==> config.mk <==
export PLATFORM = sky130hd
export DESIGN_NAME = softsign_grad_unit_flat
export DESIGN_NICKNAME = d
export VERILOG_FILES = /design/src/rtl/softsign_grad_unit_if.sv /design/src/rtl/softsign_grad_unit.sv /design/src/flat_wrapper.sv
export SDC_FILE = /design/constraint.sdc
export NUM_CORES = 1
export LEC_CHECK = 0
export CAP_MARGIN = 10
export CORE_UTILIZATION = 55
export CTS_BUF_LIST = sky130_fd_sc_hd__clkbuf_16
export DETAILED_ROUTE_END_ITERATION = 8
export DONT_BUFFER_PORTS = 1
export PLACE_DENSITY = 0.7
export SLEW_MARGIN = 20
export SYNTH_ARGS = -nofsm -noshare
export SYNTH_HDL_FRONTEND = slang
export SYNTH_SLANG_ARGS = --single-unit
==> constraint.sdc <==
create_clock -name clk -period 12.26 [get_ports clk]
set_input_delay 1.226 -clock clk [delete_from_list [all_inputs] [get_ports clk]]
set_output_delay 1.226 -clock clk [all_outputs]
set_load 0.02 [all_outputs]
==> src/rtl/softsign_grad_unit_if.sv <==
// Handshake bundle for the Softsign gradient engine: operand pair in, signed Q16.16 gradient out.
interface softsign_grad_unit_if #(
    parameter int DATA_W = 32
);
    logic                     in_valid;
    logic                     in_ready;
    logic signed [DATA_W-1:0] x_data;
    logic signed [DATA_W-1:0] grad_data;
    logic                     out_valid;
    logic                     out_ready;
    logic signed [DATA_W-1:0] out_data;
    logic                     busy;

    modport master (
        output in_valid, x_data, grad_data, out_ready,
        input  in_ready, out_valid, out_data, busy
    );

    modport slave (
        input  in_valid, x_data, grad_data, out_ready,
        output in_ready, out_valid, out_data, busy
    );
endinterface

==> src/rtl/softsign_grad_unit.sv <==
// Softsign backward engine: grad_in = g / (1 + |x|)^2 in signed Q16.16,
// computed as two chained 32-step restoring divisions by d = 1 + |x|.
module softsign_grad_unit #(
    parameter int DATA_W = 32,
    parameter int FRAC_W = 16
) (
    input  logic                 clk,
    input  logic                 rst,
    softsign_grad_unit_if.slave  bus
);
    typedef enum logic [1:0] {IDLE, DIV1, DIV2, HOLD} state_t;

    localparam logic [DATA_W-1:0] ONE     = DATA_W'(1) << FRAC_W;
    localparam logic [DATA_W-1:0] MAG_MAX = {1'b0, {(DATA_W-1){1'b1}}};

    function automatic logic [DATA_W-1:0] mag(input logic signed [DATA_W-1:0] v);
        logic [DATA_W-1:0] u;
        u = v;
        if (v[DATA_W-1]) u = ~u + DATA_W'(1);
        return u;
    endfunction

    function automatic logic [DATA_W-1:0] sat_mag(input logic signed [DATA_W-1:0] v);
        logic [DATA_W-1:0] m;
        m = mag(v);
        if (m[DATA_W-1]) m = MAG_MAX;
        return m;
    endfunction

    function automatic logic signed [DATA_W-1:0] apply_sign(input logic s,
                                                           input logic [DATA_W-1:0] q);
        logic [DATA_W-1:0] r;
        r = s ? (~q + DATA_W'(1)) : q;
        return $signed(r);
    endfunction

    state_t                   state;
    logic [4:0]               cnt;
    logic                     sign;
    logic [DATA_W-1:0]        divisor;
    logic [DATA_W-1:0]        rem;
    logic [DATA_W-1:0]        sh;
    logic                     in_ready;
    logic                     out_valid;
    logic                     busy;
    logic signed [DATA_W-1:0] out_data;

    logic [DATA_W-1:0] g_mag;
    logic [DATA_W:0]   shifted;
    logic [DATA_W:0]   diff;
    logic              qbit;
    logic [DATA_W-1:0] rem_next;
    logic [DATA_W-1:0] quo_next;

    assign g_mag = mag(bus.grad_data);

    // One restoring step: remainder stays below d < 2^32, so the shifted value
    // fits in 33 bits and the borrow bit of the difference decides the quotient bit.
    always_comb begin
        shifted  = {rem, sh[DATA_W-1]};
        diff     = shifted - {1'b0, divisor};
        qbit     = ~diff[DATA_W];
        rem_next = qbit ? diff[DATA_W-1:0] : shifted[DATA_W-1:0];
        quo_next = {sh[DATA_W-2:0], qbit};
    end

    // The upper FRAC_W numerator bits are always below d, so they preload the
    // remainder directly and exactly 32 steps remain for the 32-bit quotient.
    always_ff @(posedge clk or posedge rst) begin
        if (rst) begin
            state     <= IDLE;
            cnt       <= '0;
            sign      <= 1'b0;
            divisor   <= '0;
            rem       <= '0;
            sh        <= '0;
            in_ready  <= 1'b0;
            out_valid <= 1'b0;
            busy      <= 1'b0;
            out_data  <= '0;
        end else begin
            case (state)
                IDLE: begin
                    if (bus.in_valid && in_ready) begin
                        sign     <= bus.grad_data[DATA_W-1];
                        divisor  <= ONE + sat_mag(bus.x_data);
                        rem      <= {{(DATA_W-FRAC_W){1'b0}}, g_mag[DATA_W-1:FRAC_W]};
                        sh       <= {g_mag[FRAC_W-1:0], {FRAC_W{1'b0}}};
                        cnt      <= '0;
                        in_ready <= 1'b0;
                        busy     <= 1'b1;
                        state    <= DIV1;
                    end else begin
                        in_ready <= 1'b1;
                    end
                end
                DIV1: begin
                    cnt <= cnt + 5'd1;
                    if (cnt == 5'd31) begin
                        rem   <= {{(DATA_W-FRAC_W){1'b0}}, quo_next[DATA_W-1:FRAC_W]};
                        sh    <= {quo_next[FRAC_W-1:0], {FRAC_W{1'b0}}};
                        state <= DIV2;
                    end else begin
                        rem <= rem_next;
                        sh  <= quo_next;
                    end
                end
                DIV2: begin
                    cnt <= cnt + 5'd1;
                    rem <= rem_next;
                    sh  <= quo_next;
                    if (cnt == 5'd31) begin
                        out_data  <= apply_sign(sign, quo_next);
                        out_valid <= 1'b1;
                        state     <= HOLD;
                    end
                end
                HOLD: begin
                    if (bus.out_ready) begin
                        out_valid <= 1'b0;
                        busy      <= 1'b0;
                        in_ready  <= 1'b1;
                        state     <= IDLE;
                    end
                end
                default: state <= IDLE;
            endcase
        end
    end

    assign bus.in_ready  = in_ready;
    assign bus.out_valid = out_valid;
    assign bus.out_data  = out_data;
    assign bus.busy      = busy;
endmodule

==> src/flat_wrapper.sv <==
// flat-port wrapper written by rule: the top's interface ports become plain ports
module softsign_grad_unit_flat 
#(
    parameter int DATA_W = 32,
    parameter int FRAC_W = 16
)
  (clk, rst, bus_in_valid, bus_x_data, bus_grad_data, bus_out_ready, bus_in_ready, bus_out_valid, bus_out_data, bus_busy);
  softsign_grad_unit_if #(.DATA_W(DATA_W)) bus_i ();
  input  logic clk;
  input  logic rst;
  input wire logic [$bits(bus_i.in_valid)-1:0] bus_in_valid;
  input wire logic [$bits(bus_i.x_data)-1:0] bus_x_data;
  input wire logic [$bits(bus_i.grad_data)-1:0] bus_grad_data;
  input wire logic [$bits(bus_i.out_ready)-1:0] bus_out_ready;
  output wire logic [$bits(bus_i.in_ready)-1:0] bus_in_ready;
  output wire logic [$bits(bus_i.out_valid)-1:0] bus_out_valid;
  output wire logic [$bits(bus_i.out_data)-1:0] bus_out_data;
  output wire logic [$bits(bus_i.busy)-1:0] bus_busy;
  assign bus_i.in_valid = bus_in_valid;
  assign bus_i.x_data = bus_x_data;
  assign bus_i.grad_data = bus_grad_data;
  assign bus_i.out_ready = bus_out_ready;
  assign bus_in_ready = bus_i.in_ready;
  assign bus_out_valid = bus_i.out_valid;
  assign bus_out_data = bus_i.out_data;
  assign bus_busy = bus_i.busy;
  softsign_grad_unit #(.DATA_W(DATA_W), .FRAC_W(FRAC_W)) u_core (.clk(clk), .rst(rst), .bus(bus_i));
endmodule
Word-level counts from Yosys, hierarchy flattened
Cells that the tools add are included.
{"block": "totals", "out_inout_bits": 35, "inputBits": 68, "regBits": 139, "elab_cells": 73}
{"block": "op_classes", "n_addsub": 6, "reduce_logical": 15, "eq_ne": 8, "muxes": 30, "bitwise_logic": 4}
{"op": "two-way mux 32 bit", "n": 12}
{"op": "case mux 32 bit (3 select lines)", "n": 2}
{"op": "adder 32 x 1 -> 32 bit, second input constant", "n": 3}
{"op": "NOT 32 bit", "n": 3}
{"op": "subtractor 33 x 32 -> 33 bit", "n": 1}
{"op": "adder 17 x 32 -> 32 bit, first input constant", "n": 1}
{"op": "two-way mux 31 bit", "n": 1}
{"op": "case mux 5 bit (2 select lines)", "n": 1}
{"op": "AND reduction 2 bit", "n": 5}
{"op": "two-way mux 2 bit", "n": 4}
{"op": "case mux 2 bit (4 select lines)", "n": 1}
{"op": "!= test 2 x 1 -> 1 bit, second input constant", "n": 3}
{"op": "case mux 1 bit (2 select lines)", "n": 3}
{"op": "AND reduction 3 bit", "n": 2}
{"op": "nonzero test 2 bit", "n": 3}
{"op": "adder 5 x 1 -> 5 bit, second input constant", "n": 1}
{"op": "equality test 5 bit, second input constant", "n": 1}
{"op": "two-way mux 1 bit", "n": 5}
{"op": "two-way mux 5 bit", "n": 1}
{"op": "equality test 2 bit, second input constant", "n": 2}
{"op": "AND reduction 4 bit", "n": 1}
{"op": "nonzero test 3 bit", "n": 1}
{"op": "equality test 2 x 1 -> 1 bit, second input constant", "n": 1}
{"op": "zero test 2 bit", "n": 1}
{"op": "other kinds (4)", "n": 4}

Longest topological paths before layout
Gate-level depths: netlist of the first run.
{"block": "logic_depth", "ltp_word": 9, "depth_mapped": 20, "depth_no_buf": 18}

Least setup slack after synthesis of the first run
Ideal clock, no wire load.
{"block": "synth_path", "path_type": "reg-to-reg", "from": "register u_core.sh[31]", "to": "register u_core.out_data[30], in the netlist u_core.bus.out_data[30]", "stages_incl_launch_ff": 21, "period_less_slack_ps": 4576, "path_slack_ps": 7684, "t_arrival_ps": 4447, "required_ps": 12131, "setup_ps": 129, "n_path_buf": 2, "path_cell_list": "dfrtp_1 > inv_1 > ha_1 > inv_1 > fa_1 > a21o_1 > a221oi_2 > a2111oi_2 > o2111a_1 > nor4_4 > nor2_1 > inv_2 > buf_2 > ha_1 > nand2b_1 > or3_1 > or3_1 > buf_2 > o41ai_2 > xor2_1 > o21ai_1"}
{"block": "synth_via", "elab_chain_cells": 5}
{"element": "start, declared", "line_no": "softsign_grad_unit.sv:42", "text": "logic [DATA_W-1:0] sh;"}
{"element": "start signal, assigned", "line_no": "softsign_grad_unit.sv:88", "text": "sh <= {g_mag[FRAC_W-1:0], {FRAC_W{1'b0}}};"}
{"element": "start signal, assigned", "line_no": "softsign_grad_unit.sv:101", "text": "sh <= {quo_next[FRAC_W-1:0], {FRAC_W{1'b0}}};"}
{"element": "start signal, assigned", "line_no": "softsign_grad_unit.sv:105", "text": "sh <= quo_next;"}
{"element": "subtractor 33 x 32 -> 33 bit", "line_no": "softsign_grad_unit.sv:61", "text": "diff = shifted - {1'b0, divisor};"}
{"element": "NOT 1 bit", "line_no": "softsign_grad_unit.sv:62", "text": "qbit = ~diff[DATA_W];"}
{"element": "NOT 32 bit", "line_no": "softsign_grad_unit.sv:33", "text": "r = s ? (~q + DATA_W'(1)) : q;"}
{"element": "adder 32 x 1 -> 32 bit", "line_no": "softsign_grad_unit.sv:33"}
{"element": "two-way mux 32 bit", "line_no": "softsign_grad_unit.sv:33"}
{"element": "end signal, assigned", "line_no": "softsign_grad_unit.sv:113", "text": "out_data <= apply_sign(sign, quo_next);"}
{"element": "end, declared", "line_no": "softsign_grad_unit.sv:46", "text": "logic signed [DATA_W-1:0] out_data;"}
No other way between the ends.
A chain may end at the register's enable or synchronous reset.

Final worst setup path of the first run
Ends and elaborated chain as after synthesis.

==> results.json, run 1 <==
{
  "critPathRequiredTime_ns": 12.56,
  "ys_types": 87,
  "pwr-share-clk_pct": 19.0,
  "grt_pass1_wl_um": 47800,
  "gp_congestion": 0.913,
  "crit_slowest_cell": "or3_1",
  "hold_class": "flop to flop",
  "grt_max_degree": 85,
  "crit_arrival_ns": 5.84,
  "worstMarginPinSlew_ns": 0.999,
  "seq_area_frac_synth_pct": 31.5,
  "ir_worst_vdd_uv": 246,
  "synth_edf_count": 0,
  "clk_pin_slew_worst_paths_ns": 0.07,
  "rsz0062_at_grt": "no",
  "die_w_um": 144,
  "ys_warn_count": 0,
  "grt_remaining_overflow": 0,
  "num_antenna_cells": 0,
  "ys.flop_type": "dfrtp_1",
  "coreArea_um2": 19600,
  "crit_path_max_incr_delay_ns": 0.49,
  "synth-async-reset-ratio_pct": 100,
  "ios": 103,
  "switching_power_uw": 1340,
  "h-tree-depth": 4,
  "syn_area_um2": 11100,
  "routed_wirelength_um": 30400,
  "maxCapViolations": 0,
  "synth_area_leaders": "dfrtp_1 (31%), o21ai_0 (5.9%), nand2_1 (5.1%), ha_1 (4.9%), xnor2_1 (4.0%)",
  "crit_path_end_kind": "flop",
  "hold_start": "u_core.divisor[29]",
  "placed_area_um2": 11100,
  "post-cts-setup-buffer-count": 0,
  "drt.antenna.violating_nets": 0,
  "place.port_buffers": 0,
  "drtIter0Drc": 892,
  "cp.buffers_inverters": 4,
  "syn-num-nets": 1441,
  "start_util_pct": 56.4,
  "area_delta_synth_final_pct": 6.09,
  "finalSetupViolCount": 0,
  "drv_slew": 0,
  "grt_pass1_vias": 8955,
  "fillers": 1770,
  "vias": 10100,
  "multi_input_area_um2": 7000,
  "slew_headroom_pct": 33.4,
  "cp-start-kind": "flop",
  "regArea_um2": 3480,
  "reg2reg_slack_ns": 6.72,
  "antenna_found_initial": 0,
  "startpoint": "u_core.sh[31]",
  "drive_above_1_share_pct": 6.93,
  "pwr_density_cell_nw_per_um2": 238,
  "worstSetupPathDepth": 19,
  "hold_viol": 0,
  "r2r-start": "u_core.sh[31]",
  "switching_share_pct": 47.9,
  "path_cells": "inv_1 -> ha_1 -> inv_1 -> fa_1 -> a21o_1 -> a221oi_2 -> a2111oi_2 -> o2111a_1 -> nor4_4 -> nor2_1 -> buf_4 -> inv_2 -> ha_1 -> nand2b_1 -> or3_1 -> or3_1 -> o41ai_2 -> xor2_1 -> o21ai_1",
  "finalInstanceArea_um2": 11700,
  "pwr-share-comb_pct": 53.5,
  "avgSynthCellArea_um2": 8.32,
  "power.internal_uw": 1460,
  "ctsRootBufferMaster": "clkbuf_16",
  "cts_resized": 0,
  "grt_usage_pct": 29.8,
  "min_to": "u_core.divisor[29]",
  "numCtsBuffers": 17,
  "hold_depth": 2,
  "clock_latency_ns": 0.44,
  "final.period_utilization_pct": 45.1,
  "clock_sinks": 139,
  "wl_per_cell_um": 19.6,
  "power_leakage_uw": 0.00490,
  "clock_skew_ns": 0.00998,
  "seq_power_share_pct": 27.5,
  "worstSetupPathType": "flop to flop",
  "fin_crit_ns": 5.54,
  "rr_worst_depth": 19,
  "hpwl_um": 21900,
  "crit_family": "compound AO/OA/AOI/OAI gates",
  "synth_area_leader_cell": "dfrtp_1",
  "drc_errors": 0,
  "cts_tree": "done",
  "max_freq_mhz": 181,
  "ctsHoldBuffers": 0,
  "rows": 51,
  "die_h_um": 144,
  "synth.top_cell.area_share_pct": 31.5,
  "cts_buffer_depth": 2,
  "status": "finished, final reports clean",
  "final.setup.tns_ns": 0,
  "viasPerCell": 6.54,
  "ys_seq_elements": 139,
  "r2r-end": "u_core.bus.out_data[30]",
  "syn_inst": 1329,
  "die-area_um2": 20700,
  "first_pass_iters": 6,
  "cp_max_fo": 28,
  "finalNetCount": 1384
}
## cell type report
class	instances	area share (%)
well taps	265	2.83
repair buffers	12	0.768
flip-flops and latches	139	29.7
clock inverters	15	1.49
clock buffers	17	3.63
multi-input cells	1041	59.6
inverters	61	1.99
## how the worst max path moves through the flow
stage | to | slack [ns]
finish | u_core.bus.out_data[30] | 6.72
global route | u_core.bus.out_data[30] | 6.33
CTS | u_core.bus.out_data[30] | 6.75
detailed placement | u_core.bus.out_data[30] | 6.78
global placement | u_core.bus.out_data[30] | 6.89
floorplan | u_core.bus.busy | 7.31
## tightest hold or removal path, stage by stage, from the launching register on
cell and delay [ns]:
dfrtp_1 0.34, nand2_1 0.05, o21ai_0 0.06
## cells in the mapped netlist, drive strengths merged, types with 8 or more instances
master    n
a211oi    9
a21o     19
a21oi    65
a221oi   24
a22o     16
a31oi    17
a41oi    10
and3     10
buf      21
clkbuf   67
dfrtp   139
ha       43
inv      60
mux2i    22
nand2   151
nand2b   21
nand3    42
nor2     59
nor3     26
nor3b    18
nor4     15
o211ai    8
o21ai   134
o31ai    41
o41ai    16
or2      10
or3      27
or4      13
xnor2    50
xor2     49
## registers in the layout (all words and copies together) (netlist names)
| name | count |
|---|---|
| u_core.cnt | 5 |
| u_core.bus.out_data | 32 |
| u_core.divisor | 32 |
| u_core.bus.out_valid | 1 |
| u_core.bus.in_ready | 1 |
| u_core.sign | 1 |
| u_core.bus.busy | 1 |
| u_core.sh | 32 |
| u_core.state | 2 |
| u_core.rem | 32 |
## logic make-up after synthesis
| family | count (synthesis) | synth area share (%) |
|---|---|---|
| compound gates | 442 | 27.3 |
| xor+xnor | 99 | 7.84 |
| fa+ha+maj | 44 | 5.05 |
| buf+inv | 149 | 5.32 |
| flops | 139 | 31.5 |
| mux | 27 | 2.50 |
| simple gates | 429 | 20.5 |
## power groups by stage
stage,Combinational [uW],Clock (uW),Sequential (uW)
5_1_grt,1650,554,781
3_3_place_gp,1450,0,765
3_5_place_dp,1470,0,770
2_1_floorplan,1190,0,693
6_report,1500,530,768
4_1_cts,1480,535,762
## metal layers
metal  up-vias  part of all wire, %  wire length (um)  global-route usage (%)
li1       4835                    -                 -                       -
met4         0                  2.4               739                    10.5
met5         -                    0                 0                       0
met3        54                  6.1              1840                    4.80
met1      4871                   47             14200                    42.9
met2       372                   45             13600                    45.1
## metrics by stage
step / worst slack [ns] / hold slack [ns] / instances / utilization [%] / power (uW)
6_report: 6.72 / 0.484 / 1550 / 59.9 / 2790
5_1_grt: 6.33 / 0.510 / 1550 / 59.9 / 2980
4_1_cts: 6.75 / 0.488 / 1550 / 59.9 / 2780
3_5_place_dp: 6.78 / 0.473 / 1518 / 56.8 / 2240
3_3_place_gp: 6.89 / 0.465 / 1518 / 56.8 / 2220
2_1_floorplan: 7.31 / 0.450 / 1329 / - / 1890
## cells in the final DEF (no fill, tap or decap), types with 18 or more instances in the layout
master / n
nand2_1: 150
dfrtp_1: 139
o21ai_0: 131
a21oi_1: 62
inv_1: 58
nor2_1: 58
xnor2_1: 50
xor2_1: 49
ha_1: 43
nand3_1: 41
o31ai_1: 41
or3_1: 27
nor3_1: 25
a221oi_1: 23
mux2i_1: 22
nand2b_1: 20
a21o_1: 19
nor3b_1: 18
Power figures use the tool's default switching activity.
==> run 2: changes to the inputs <==
--- a/config.mk
+++ b/config.mk
@@ -10,7 +10,7 @@
 export CTS_BUF_LIST = sky130_fd_sc_hd__clkbuf_16
 export DETAILED_ROUTE_END_ITERATION = 8
 export DONT_BUFFER_PORTS = 1
-export PLACE_DENSITY = 0.7
+export PLACE_DENSITY = 0.73
 export SLEW_MARGIN = 20
 export SYNTH_ARGS = -nofsm -noshare
 export SYNTH_HDL_FRONTEND = slang
==> constraint.sdc (replaced) <==
create_clock -name clk -period 4.7 [get_ports clk]
set_input_delay 0.47 -clock clk [delete_from_list [all_inputs] [get_ports clk]]
set_output_delay 0.47 -clock clk [all_outputs]
set_load 0.02 [all_outputs]
==> run 2 against run 1 <==
  * Die area did not move
  * Critical endpoint unchanged
  * Wire length fell by 2.3%
  * Clock skew about the same
  * Critical path type unchanged
  * Count of clock-buffer cells in the layout unchanged
  * Sequential share of layout area is 0.094 points lower
  * Setup slack got worse by 6.5 ns
  * Core utilization grew 0.19 points
  * Cell count grew 0.39%
==> results.json, run 2 (same netlist as run 1, synthesis figures left out) <==
{
  "final_common_cell": "nand2_1",
  "num_antenna_cells": 0,
  "finalSetupViolCount": 0,
  "worstSetupPathType": "flop to flop",
  "drv_slew": 0,
  "slew_headroom_pct": 24.6,
  "cp_max_fo": 8,
  "area_delta_synth_final_pct": 6.43,
  "antenna_found_initial": 0,
  "crit_slowest_cell": "or3_4",
  "clock_sinks": 139,
  "die_h_um": 144,
  "power_leakage_uw": 0.00494,
  "drc_errors": 0,
  "die_w_um": 144,
  "coreArea_um2": 19600,
  "grt_pass1_vias": 9229,
  "drive_above_1_share_pct": 7.44,
  "hold_viol": 0,
  "fillers": 1724,
  "clock_skew_ns": 0.00995,
  "gp_congestion": 0.904,
  "clock_latency_ns": 0.43,
  "viasPerCell": 6.48,
  "crit_arrival_ns": 4.81,
  "cp-start-kind": "flop",
  "cts_buffer_depth": 2,
  "post-cts-setup-buffer-count": 0,
  "crit_path_end_kind": "flop",
  "worstMarginPinSlew_ns": 1.13,
  "path_cells": "inv_1 -> ha_1 -> inv_1 -> fa_1 -> a21o_1 -> a221oi_2 -> a2111oi_2 -> o2111a_1 -> nor4_4 -> nor2_1 -> inv_2 -> ha_1 -> nand2b_1 -> or3_1 -> or3_4 -> o41ai_2 -> xor2_1 -> o21ai_1",
  "ctsHoldBuffers": 0,
  "grt_usage_pct": 29.5,
  "critPathRequiredTime_ns": 4.99,
  "cts_resized": 0,
  "first_pass_iters": 6,
  "pwr_density_cell_nw_per_um2": 617,
  "drtIter0Drc": 948,
  "final.period_utilization_pct": 96.1,
  "dp_cells": 1524,
  "drt.antenna.violating_nets": 0,
  "cts_tree": "done",
  "hpwl_um": 21300,
  "crit_path_max_incr_delay_ns": 0.43,
  "rows": 51,
  "final.setup.tns_ns": 0,
  "layout_common_cells": "nand2_1 (150), dfrtp_1 (139), o21ai_0 (131), a21oi_1 (62)",
  "numCtsBuffers": 17,
  "start_util_pct": 56.4,
  "status": "finished, final reports clean",
  "ir_worst_vdd_uv": 654,
  "hold_class": "input port to async pin",
  "clk_pin_slew_worst_paths_ns": 0.07,
  "ios": 103,
  "max_freq_mhz": 221,
  "vias": 10100,
  "grt_pass1_wl_um": 47700,
  "place.port_buffers": 0,
  "ctsRootBufferMaster": "clkbuf_16",
  "maxCapViolations": 0,
  "grt_max_degree": 102,
  "wl_per_cell_um": 19.1,
  "fin_crit_ns": 4.52,
  "grt_remaining_overflow": 0,
  "finalNetCount": 1390,
  "rsz0062_at_grt": "no",
  "h-tree-depth": 4,
  "instances_no_fill": 1556,
  "routed_wirelength_um": 29700,
  "die-area_um2": 20700
}
## run 2: changes by cell type in the layout (fill, tap and decap cells not counted), sizes merged
cell and change:
inv -1, buf +6, clkinv +2, clkinvlp -1
## run 2: final timing paths
kind	startpoint	cells past startpoint	endpoint	slack [ns]
worst max register to register	u_core.sh[31]	18	u_core.bus.out_data[30]	0.18
max in group asynchronous	rst	2	u_core.divisor[30]	3.51
worst min register to register	u_core.divisor[24]	2	u_core.divisor[24]	0.49
worst max-delay path	u_core.sh[31]	18	u_core.bus.out_data[30]	0.18
min in group clk	bus_grad_data[31]	2	u_core.sign	0.15
worst min-delay path	rst	1	u_core.bus.out_data[10]	0.11
## run 2: metal layers
metal | global-route usage, % | wire (um) | up-vias
met5 | 0 | 0 | -
li1 | - | - | 4849
met4 | 9.18 | 673 | 0
met2 | 47.8 | 13600 | 381
met1 | 39.4 | 13400 | 4798
met3 | 5.76 | 2010 | 54
## run 2: power breakdown
part | total (uW) | switching (uW) | internal [uW]
clock | 1350 | 596 | 752
combinational | 3920 | 2400 | 1510
sequential | 1990 | 439 | 1550
total | 7260 | 3440 | 3820
## run 2: stage by stage
step	utilization, %	hold slack, ns	power (uW)	setup WS (ns)	instance area (um2)
final	60.1	0.109	7260	0.182	11800
after floorplan	-	0.450	4920	0.124	11100
after CTS	60.0	0.130	7190	0.110	11800
after detailed placement	57.0	0.476	5820	0.126	11200
after global routing	60.1	0.155	7790	0.0246	11800
after global placement	57.0	0.465	5760	0.289	11200
## run 2: cell type report
cell class                      count  area (um2)  area share, %
Sequential cell                   139        3480           29.6
Timing Repair Buffer               18         135           1.15
Clock inverter                     15         158           1.34
Inverter                           61         234           1.99
Multi-Input combinational cell   1041        7010           59.5
Clock buffer                       17         425           3.62
Tap cell                          265         332           2.82
## run 2: critical path: cells and delay by family, from the launching register on
kind                       cells  cell delay (ns)
adders and majority gates      3             0.75
DFF                            1             0.38
buffers and inverters          3             0.20
and+or+nand+nor                5             1.33
AOI/OAI and AO/OA              6             1.54
xor gates and xnor gates       1             0.18
==> run 3: changes to the inputs <==
--- a/config.mk
+++ b/config.mk
@@ -5,12 +5,13 @@
 export SDC_FILE = /design/constraint.sdc
 export NUM_CORES = 1
 export LEC_CHECK = 0
-export CAP_MARGIN = 10
+export CAP_MARGIN = 20
 export CORE_UTILIZATION = 55
 export CTS_BUF_LIST = sky130_fd_sc_hd__clkbuf_16
 export DETAILED_ROUTE_END_ITERATION = 8
 export DONT_BUFFER_PORTS = 1
 export PLACE_DENSITY = 0.73
+export SETUP_SLACK_MARGIN = 0.4
 export SLEW_MARGIN = 20
 export SYNTH_ARGS = -nofsm -noshare
 export SYNTH_HDL_FRONTEND = slang
==> constraint.sdc (replaced) <==
create_clock -name clk -period 4.7 [get_ports clk]
set_input_delay 0.94 -clock clk [delete_from_list [all_inputs] [get_ports clk]]
set_output_delay 0.94 -clock clk [all_outputs]
set_load 0.02 [all_outputs]
==> run 3 against run 2 <==
  * Non-clock buffer count is 3 higher
  * Count of clock-buffer cells in the layout stayed put
  * Sequential cell count stayed put
  * Clock skew is 0.0063 ns higher
  * Sequential share of layout area is 0.36 points lower
  * Wire length is 0.60% higher
  * Design area is 1.2% higher
  * Largest power group unchanged
==> results.json, run 3 (same netlist as run 1, synthesis figures left out) <==
{
  "vias": 10100,
  "r2r-start": "u_core.sh[31]",
  "finalInstanceArea_um2": 11900,
  "grt_pass1_vias": 9262,
  "rsz0062_at_grt": "no",
  "placed_area_um2": 11200,
  "drc_errors": 0,
  "numCtsBuffers": 17,
  "worstSetupPathType": "flop to flop",
  "crit_slowest_cell": "or3_4",
  "layout_common_cells": "nand2_1 (150), dfrtp_1 (139), o21ai_0 (131), a21oi_1 (62), inv_1 (58)",
  "routed_wirelength_um": 29800,
  "switching_power_uw": 3530,
  "slew_headroom_pct": 28.3,
  "power.internal_uw": 3790,
  "drv_slew": 0,
  "drive_above_1_share_pct": 8.27,
  "hold_class": "input port to async pin",
  "clock_sinks": 139,
  "num_antenna_cells": 0,
  "reg2reg_slack_ns": 0.56,
  "crit_path_max_incr_delay_ns": 0.42,
  "drt.antenna.violating_nets": 0,
  "final.setup.tns_ns": 0,
  "grt_remaining_overflow": 0,
  "ios": 103,
  "viasPerCell": 6.51,
  "die_w_um": 144,
  "final_common_cell": "nand2_1",
  "final.period_utilization_pct": 88.0,
  "cts_buffer_depth": 2,
  "coreArea_um2": 19600,
  "grt_pass1_wl_um": 47500,
  "fillers": 1774,
  "critPathRequiredTime_ns": 4.99,
  "seq_power_share_pct": 27.5,
  "fin_crit_ns": 4.14,
  "holdWs_ns": 0.326,
  "worstMarginPinSlew_ns": 1.08,
  "crit_arrival_ns": 4.43,
  "drtIter0Drc": 791,
  "grt_max_degree": 96,
  "regArea_um2": 3480,
  "path_cells": "inv_1 -> ha_1 -> inv_1 -> fa_2 -> a21o_1 -> a221oi_4 -> a2111oi_4 -> o2111a_2 -> nor4_4 -> nor2_2 -> inv_2 -> ha_1 -> nand2b_1 -> or3_4 -> or3_4 -> o21ai_0 -> xor2_1 -> o21ai_0",
  "max_freq_mhz": 242,
  "r2r-end": "u_core.bus.out_data[26]",
  "grt_usage_pct": 29.3,
  "first_pass_iters": 5,
  "rows": 51,
  "die_h_um": 144,
  "gp_congestion": 0.881,
  "final_util_pct": 60.8,
  "ir_worst_vdd_uv": 708,
  "cp_max_fo": 8,
  "pwr_density_cell_nw_per_um2": 615,
  "wl_per_cell_um": 19.1,
  "cts_tree": "done",
  "clk_pin_slew_worst_paths_ns": 0.08,
  "area_delta_synth_final_pct": 7.73,
  "switching_share_pct": 48.2,
  "pwr-share-clk_pct": 18.7,
  "finalSetupViolCount": 0,
  "cp-start-kind": "flop",
  "power_leakage_uw": 0.00497,
  "clock_latency_ns": 0.44,
  "maxCapViolations": 0,
  "multi_input_area_um2": 7070,
  "status": "finished, final reports clean",
  "ctsRootBufferMaster": "clkbuf_16",
  "die-area_um2": 20700,
  "hpwl_um": 21500,
  "start_util_pct": 56.4,
  "antenna_found_initial": 0,
  "crit_path_end_kind": "flop",
  "place.port_buffers": 0,
  "hold_viol": 0,
  "rr_worst_depth": 18,
  "finalNetCount": 1393,
  "pwr-share-comb_pct": 53.8,
  "h-tree-depth": 4,
  "ctsHoldBuffers": 0,
  "clock_skew_ns": 0.0163
}
[run 3: cell count changes in the layout (fill, tap and decap cells not counted), sizes merged]
cell | before | now
clkinv | 5 | 8
inv | 69 | 67
buf | 18 | 21
bufinv | 1 | 0
[run 3: worst max-delay path: cells and delay by family, from the launching register on]
kind | cells | cell delay, ns
AO/OA/AOI/OAI | 6 | 1.45
adder cells (fa/ha/maj) | 3 | 0.65
AND/OR/NAND/NOR | 5 | 1.15
flip-flops | 1 | 0.38
buffers and inverters | 3 | 0.18
XOR/XNOR | 1 | 0.18
[run 3: area by class of cell]
class                   count  area share (%)
clock inverters            15            1.57
inverters                  61            1.95
multi-input cells        1041            59.4
clock buffers              17            3.57
well taps                 265            2.78
repair buffers             21            1.53
flip-flops and latches    139            29.2
[run 3: power groups by stage]
stage | clock network (uW) | logic (uW) | registers, uW
detailed placement | 0 | 3820 | 2010
floorplan | 0 | 3150 | 1810
global placement | 0 | 3770 | 2000
finish | 1370 | 3940 | 2010
CTS | 1390 | 3850 | 1990
global route | 1440 | 4380 | 2050
[run 3: how the worst max path moves through the flow]
stage,startpoint,to
floorplan,u_core.sh[31],u_core.bus.out_data[28]
global placement,u_core.sh[31],u_core.bus.out_data[28]
detailed placement,u_core.sh[31],u_core.bus.out_data[28]
CTS,u_core.sh[31],u_core.bus.out_data[28]
global route,u_core.sh[31],u_core.bus.out_data[24]
finish,u_core.sh[31],u_core.bus.out_data[26]
[run 3: per-stage QoR]
step                cells  total power (uW)  setup slack [ns]
detailed placement   1523              5830             0.308
global route         1559              7860             0.388
floorplan            1329              4960             0.418
global placement     1523              5760             0.411
CTS                  1555              7220             0.406
finish               1559              7320             0.565
[run 3: timing repair]
item                       CTS  global route
pin swaps                    0             4
gates cloned                 0             0
setup endpoints to repair    6             7
setup buffers                0             3
resized for setup            1             7
[run 3: per-layer routing]
metal / global-route usage (%) / part of all wire (%) / vias up
met4: 9.91 / 2.4 / 0
met5: 0 / 0 / -
met3: 6.96 / 6.5 / 54
met1: 39.1 / 45 / 4890
met2: 46.3 / 46 / 345
li1: - / - / 4859
==> RTL edit 1 (flow settings as in run 2) <==
Encoding of `state_t`: now one-hot (4 bits for 4 states).
--- a/src/rtl/softsign_grad_unit.sv
+++ b/src/rtl/softsign_grad_unit.sv
@@ -8,7 +8,7 @@
     input  logic                 rst,
     softsign_grad_unit_if.slave  bus
 );
-    typedef enum logic [1:0] {IDLE, DIV1, DIV2, HOLD} state_t;
+    typedef enum logic [3:0] {IDLE = 4'b0001, DIV1 = 4'b0010, DIV2 = 4'b0100, HOLD = 4'b1000} state_t;
 
     localparam logic [DATA_W-1:0] ONE     = DATA_W'(1) << FRAC_W;
     localparam logic [DATA_W-1:0] MAG_MAX = {1'b0, {(DATA_W-1){1'b1}}};
Function: same outputs for any inputs over 10 cycles, from zero or initial values and one cycle with rst high; not proved beyond that.
==> RTL edit 1 against run 2 <==
Design area fell by 7.8%. Die area is 8.9% lower. Global-route usage decreased by 1.1 points. Wire length shrank 14%. Fmax is 1.3% higher. Total power is 18% lower. Count of clock-buffer cells in the layout did not move. Sequential cell count increased by 2. Utilization increased by 0.31 points. Synthesized area decreased by 9.0%. Largest power group unchanged. Worst setup slack better by 0.059 ns. Clock power shrank 6%.
==> RTL edit 1: results (changes against run 2) <==
stage,metric,value,unit,change
outcome,outcome,"finished, final reports clean",,
layout,fraction of layout cells with a size suffix above 1,7.16,%,-0.28 points
logic_synthesis,"top cells by area, synth","dfrtp_1 (35%), o21ai_0 (6.7%), xor2_1 (6.5%)",,
grt,gr usage total,28.4,%,-1.1 points
sta,FMAX,0.224,GHz,+1.3%
power,Lkg Pwr,4.65,nW,-6.0%
logic_synthesis,"Seq/Total Area, Yosys",35.1,%,+3.6 points
routing,Iteration-0 DRC Markers,821,,-13%
sta,Worst Hold Slack,0.0815,ns,-0.0273 ns
logic_synthesis,area share of fa/ha/maj cells after synthesis,4.92,%,-0.12 points
setup_path,Crit Path Max Fanout,5,,-3
logic_synthesis,synth unique cells,69,,-21%
setup_path,R2R depth,20,,+2
sta,worst rel slew slack,24.4,%,-0.25 points
placed_design,placed cell area,0.0102,sq mm,-8.6%
layout,fillers,1646,,-4.5%
placed_design,DP Cell Count,1383,,-9.3%
logic_synthesis,post-synthesis compound-gate area fraction,25.3,%,-2.1 points
power,combinational share of power,47.5,%,-6.5 points
placed_design,HPWL after DPL,18.5,mm,-13%
routing,first-pass detailed-route iteration total,7,,+1
routing,vias after detailed routing,8944,,-11%
setup_path,CP endpoint,u_core.bus.out_data[28]$_DFFE_PP0P_,,
power,power density cells,552,mW/mm^2,-11%
routing,vias per cell,6.32,,-2.5%
logic_synthesis,Synth Net Count,1320,,-8.4%
setup_path,CP max-delay cell,o41ai_2,,
power,Net Sw Frac,43.7,%,-3.7 points
power,clock-net power,1.27,mW,-6%
power,maximum VDD drop,0.351,mV,-46%
setup_path,Worst Path Arrival,4.73,ns,-0.08 ns
logic_synthesis,Cells after Synth,1213,,-8.7%
grt,global-route wire length before repair,41.8,mm,-12%
-- RTL edit 1: cell types whose count changed in the layout (fill, tap and decap cells not counted), sizes merged, moves of 18 or more --
cell	before	now
nand3	42	18
nor3b	18	0
xor2	49	75
a222oi	0	18
-- RTL edit 1: area by class of cell --
cell class	count	area, sq um	share of cell area (%)
clock buffers	17	425	3.92
multi-input cells	941	6120	56.5
flip-flops and latches	141	3530	32.5
repair buffers	16	133	1.22
inverters	57	219	2.02
well taps	229	287	2.64
clock inverters	15	130	1.20
-- RTL edit 1: logic make-up after synthesis --
logic type / count (synthesis)
DFF: 141
adders and majority gates: 39
buffers and inverters: 131
muxes: 14
and+or+nand+nor: 387
xor gates and xnor gates: 118
AOI/OAI and AO/OA: 383
-- RTL edit 1: layer usage --
metal | track usage [%] | part of all wire (%) | vias to the layer above
li1 | - | - | 4351
met1 | 38.3 | 46 | 4211
met2 | 45.7 | 46 | 337
met3 | 5.63 | 6.6 | 45
met4 | 8.97 | 2.0 | 0
met5 | 0 | 0 | -
==> RTL edit 2 (config.mk and constraints of run 2) <==
Without the edit above. Reset style: synchronous (`rst`), changed in one clocked block.
--- a/src/rtl/softsign_grad_unit.sv
+++ b/src/rtl/softsign_grad_unit.sv
@@ -66,7 +66,7 @@
 
     // The upper FRAC_W numerator bits are always below d, so they preload the
     // remainder directly and exactly 32 steps remain for the 32-bit quotient.
-    always_ff @(posedge clk or posedge rst) begin
+    always_ff @(posedge clk) begin
         if (rst) begin
             state     <= IDLE;
             cnt       <= '0;
Check against the original RTL: differs if rst is asserted again (counterexample within 4 cycles, from zero or initial values and one cycle with rst high); with rst held inactive, the same outputs for 10 cycles.
==> RTL edit 2 against run 2 <==
Sequential cell count stayed put. Clock power is 3% lower. Sequential power is 16% lower. Global-route usage is 1.1 points lower. Design area is 11% lower. Wire length is 13% lower. Clock skew is 0.00074 ns lower. Total power is 6.1% lower. Worst setup slack better by 0.31 ns. Synthesized area is 11% lower. Via count is 8.4% lower. Combinational power is 2% lower. Critical path type unchanged.
==> RTL edit 2: results (changes against run 2) <==
stage,metric,value,unit,change
outcome,outcome,"finished, final reports clean",,
power,Int Pwr,3.63,mW,-4.8%
logic_synthesis,Synth Net Count,1388,,-3.7%
setup_path,crit-path max cell delay,0.55,ns,+0.12 ns
grt,initial antenna violation count,0,,unchanged
grt,gr usage total,28.4,%,-1.1 points
setup_path,R2R depth,14,,-4
hold_path,worst min-delay path class,input port to register,,
sta,FMAX,0.238,GHz,+7.3%
power,Lkg Pwr,3.87,nW,-22%
clock_tree,"Setup Fix Bufs, Post-CTS",0,,unchanged
routing,met2 WL,11.7,mm,-14%
setup_path,CP max-delay cell,o41ai_1,,
hold_path,hold endpoint,u_core.bus.out_data[15]$_SDFFE_PP0P_,,
logic_synthesis,YS warnings,0,,unchanged
routing,vias after detailed routing,9233,,-8.4%
logic_synthesis,"FFs w/ async S/R, synth",0,%,-100 points
setup_path,R2R setup slack,0.49,ns,+0.31 ns
grt,met3 usage,5.84,%,+0.071 points
sta,Worst Skew,0.00921,ns,-0.000742 ns
clock_tree,CTS buffer count,17,,unchanged
layout,fraction of layout cells with a size suffix above 1,6.53,%,-0.90 points
routing,wire length on met1,11.8,mm,-12%
setup_path,worst r2r dst,u_core.bus.out_data[31]$_SDFFE_PP0P_,,
logic_synthesis,Synth Flop Type,dfxtp_1,,
sta,Worst Tran Pin Value,1.07,ns,-0.0569 ns
logic_synthesis,"top cells by area, synth","dfxtp_1 (28%), xor2_1 (7.2%), ha_1 (5.5%)",,
grt,vias in the first global route,8328,,-9.8%
setup_path,Crit Path Max Fanout,17,,+9
placed_design,HPWL after DPL,18.6,mm,-13%
clock_tree,Clock H-tree levels,4,,unchanged
grt,met2 usage,44.8,%,-3.0 points
logic_synthesis,"Seq/Total Area, Yosys",28.3,%,-3.1 points
logic_synthesis,synth unique cells,75,,-14%
routing,total wire length,25.8,mm,-13%
grt,Global Route met1 Usage,38.2,%,-1.2 points
power,maximum VDD drop,0.528,mV,-19%
routing,Iteration-0 DRC Markers,872,,-8.0%
logic_synthesis,Synth top cells by count,"nor2_1 (143), dfxtp_1 (139), nand2_1 (119)",,
clock_tree,clk slew on worst S/H paths,0.06,ns,
setup_path,reg2reg start,u_core.sh[31]$_SDFFE_PP0P_,,
hold_path,hold path start,rst,,
grt,largest net degree at the start of global routing,127,,+25%
routing,routed wl met3,1.78,mm,-11%
-- RTL edit 2: cell count changes after synthesis, sizes merged, moves of 15 or more --
cell,before,now
nor2,59,143
dfxtp,0,139
nand2b,21,6
xor2,49,81
dfrtp,139,0
nand3,42,25
nand2,151,119
a211oi,9,43
nor3b,18,2
xnor2,50,32
a311oi,6,22
o21ai,134,86
-- RTL edit 2: cell type report --
type,instances,area (sq um)
Clock buffer,17,425
Timing Repair Buffer,12,90.1
Multi-Input combinational cell,1000,6540
Tap cell,225,282
Clock inverter,15,136
Inverter,57,214
Sequential cell,139,2780
Fill cell,1593,6890
-- RTL edit 2: metrics by stage --
stage / util (%) / setup WS [ns] / cells / instance area [sq um] / hold slack [ns]
floorplan: - / 0.585 / 1276 / 9830 / 0.432
global placement: 57.1 / 0.637 / 1433 / 9910 / 0.437
detailed placement: 57.1 / 0.554 / 1433 / 9910 / 0.439
CTS: 60.3 / 0.513 / 1465 / 10500 / 0.102
global route: 60.3 / 0.246 / 1465 / 10500 / 0.0946
finish: 60.3 / 0.490 / 1465 / 10500 / 0.107
-- RTL edit 2: cells by family (layout without fill, tap and decap cells) --
kind of cell / after synthesis / count (layout) / synth area share [%]
compound gates: 406 / 406 / 28.5
mux: 14 / 14 / 1.48
xor+xnor: 113 / 113 / 10.1
flops: 139 / 139 / 28.3
fa+ha+maj: 44 / 44 / 5.68
buf+inv: 137 / 101 / 5.27
simple gates: 423 / 423 / 20.7
-- RTL edit 2: power groups by stage --
stage | clock network [mW] | logic, mW | registers [mW]
after floorplan | 0 | 3.09 | 1.56
after global placement | 0 | 3.70 | 1.68
after detailed placement | 0 | 3.76 | 1.68
after CTS | 1.32 | 3.80 | 1.66
after global routing | 1.37 | 4.26 | 1.69
final | 1.31 | 3.84 | 1.67
-- RTL edit 2: worst max-delay path by stage --
stage | from | to | slack [ns] | depth (start not counted)
floorplan | u_core.sh[31]$_SDFFE_PP0P_ | u_core.bus.out_data[26]$_SDFFE_PP0P_ | 0.58 | 18
global placement | u_core.sh[31]$_SDFFE_PP0P_ | u_core.bus.out_data[31]$_SDFFE_PP0P_ | 0.64 | 14
detailed placement | u_core.sh[31]$_SDFFE_PP0P_ | u_core.bus.out_data[31]$_SDFFE_PP0P_ | 0.55 | 14
CTS | u_core.sh[31]$_SDFFE_PP0P_ | u_core.bus.out_data[31]$_SDFFE_PP0P_ | 0.51 | 14
global route | u_core.sh[31]$_SDFFE_PP0P_ | u_core.bus.out_data[31]$_SDFFE_PP0P_ | 0.25 | 14
finish | u_core.sh[31]$_SDFFE_PP0P_ | u_core.bus.out_data[31]$_SDFFE_PP0P_ | 0.49 | 14
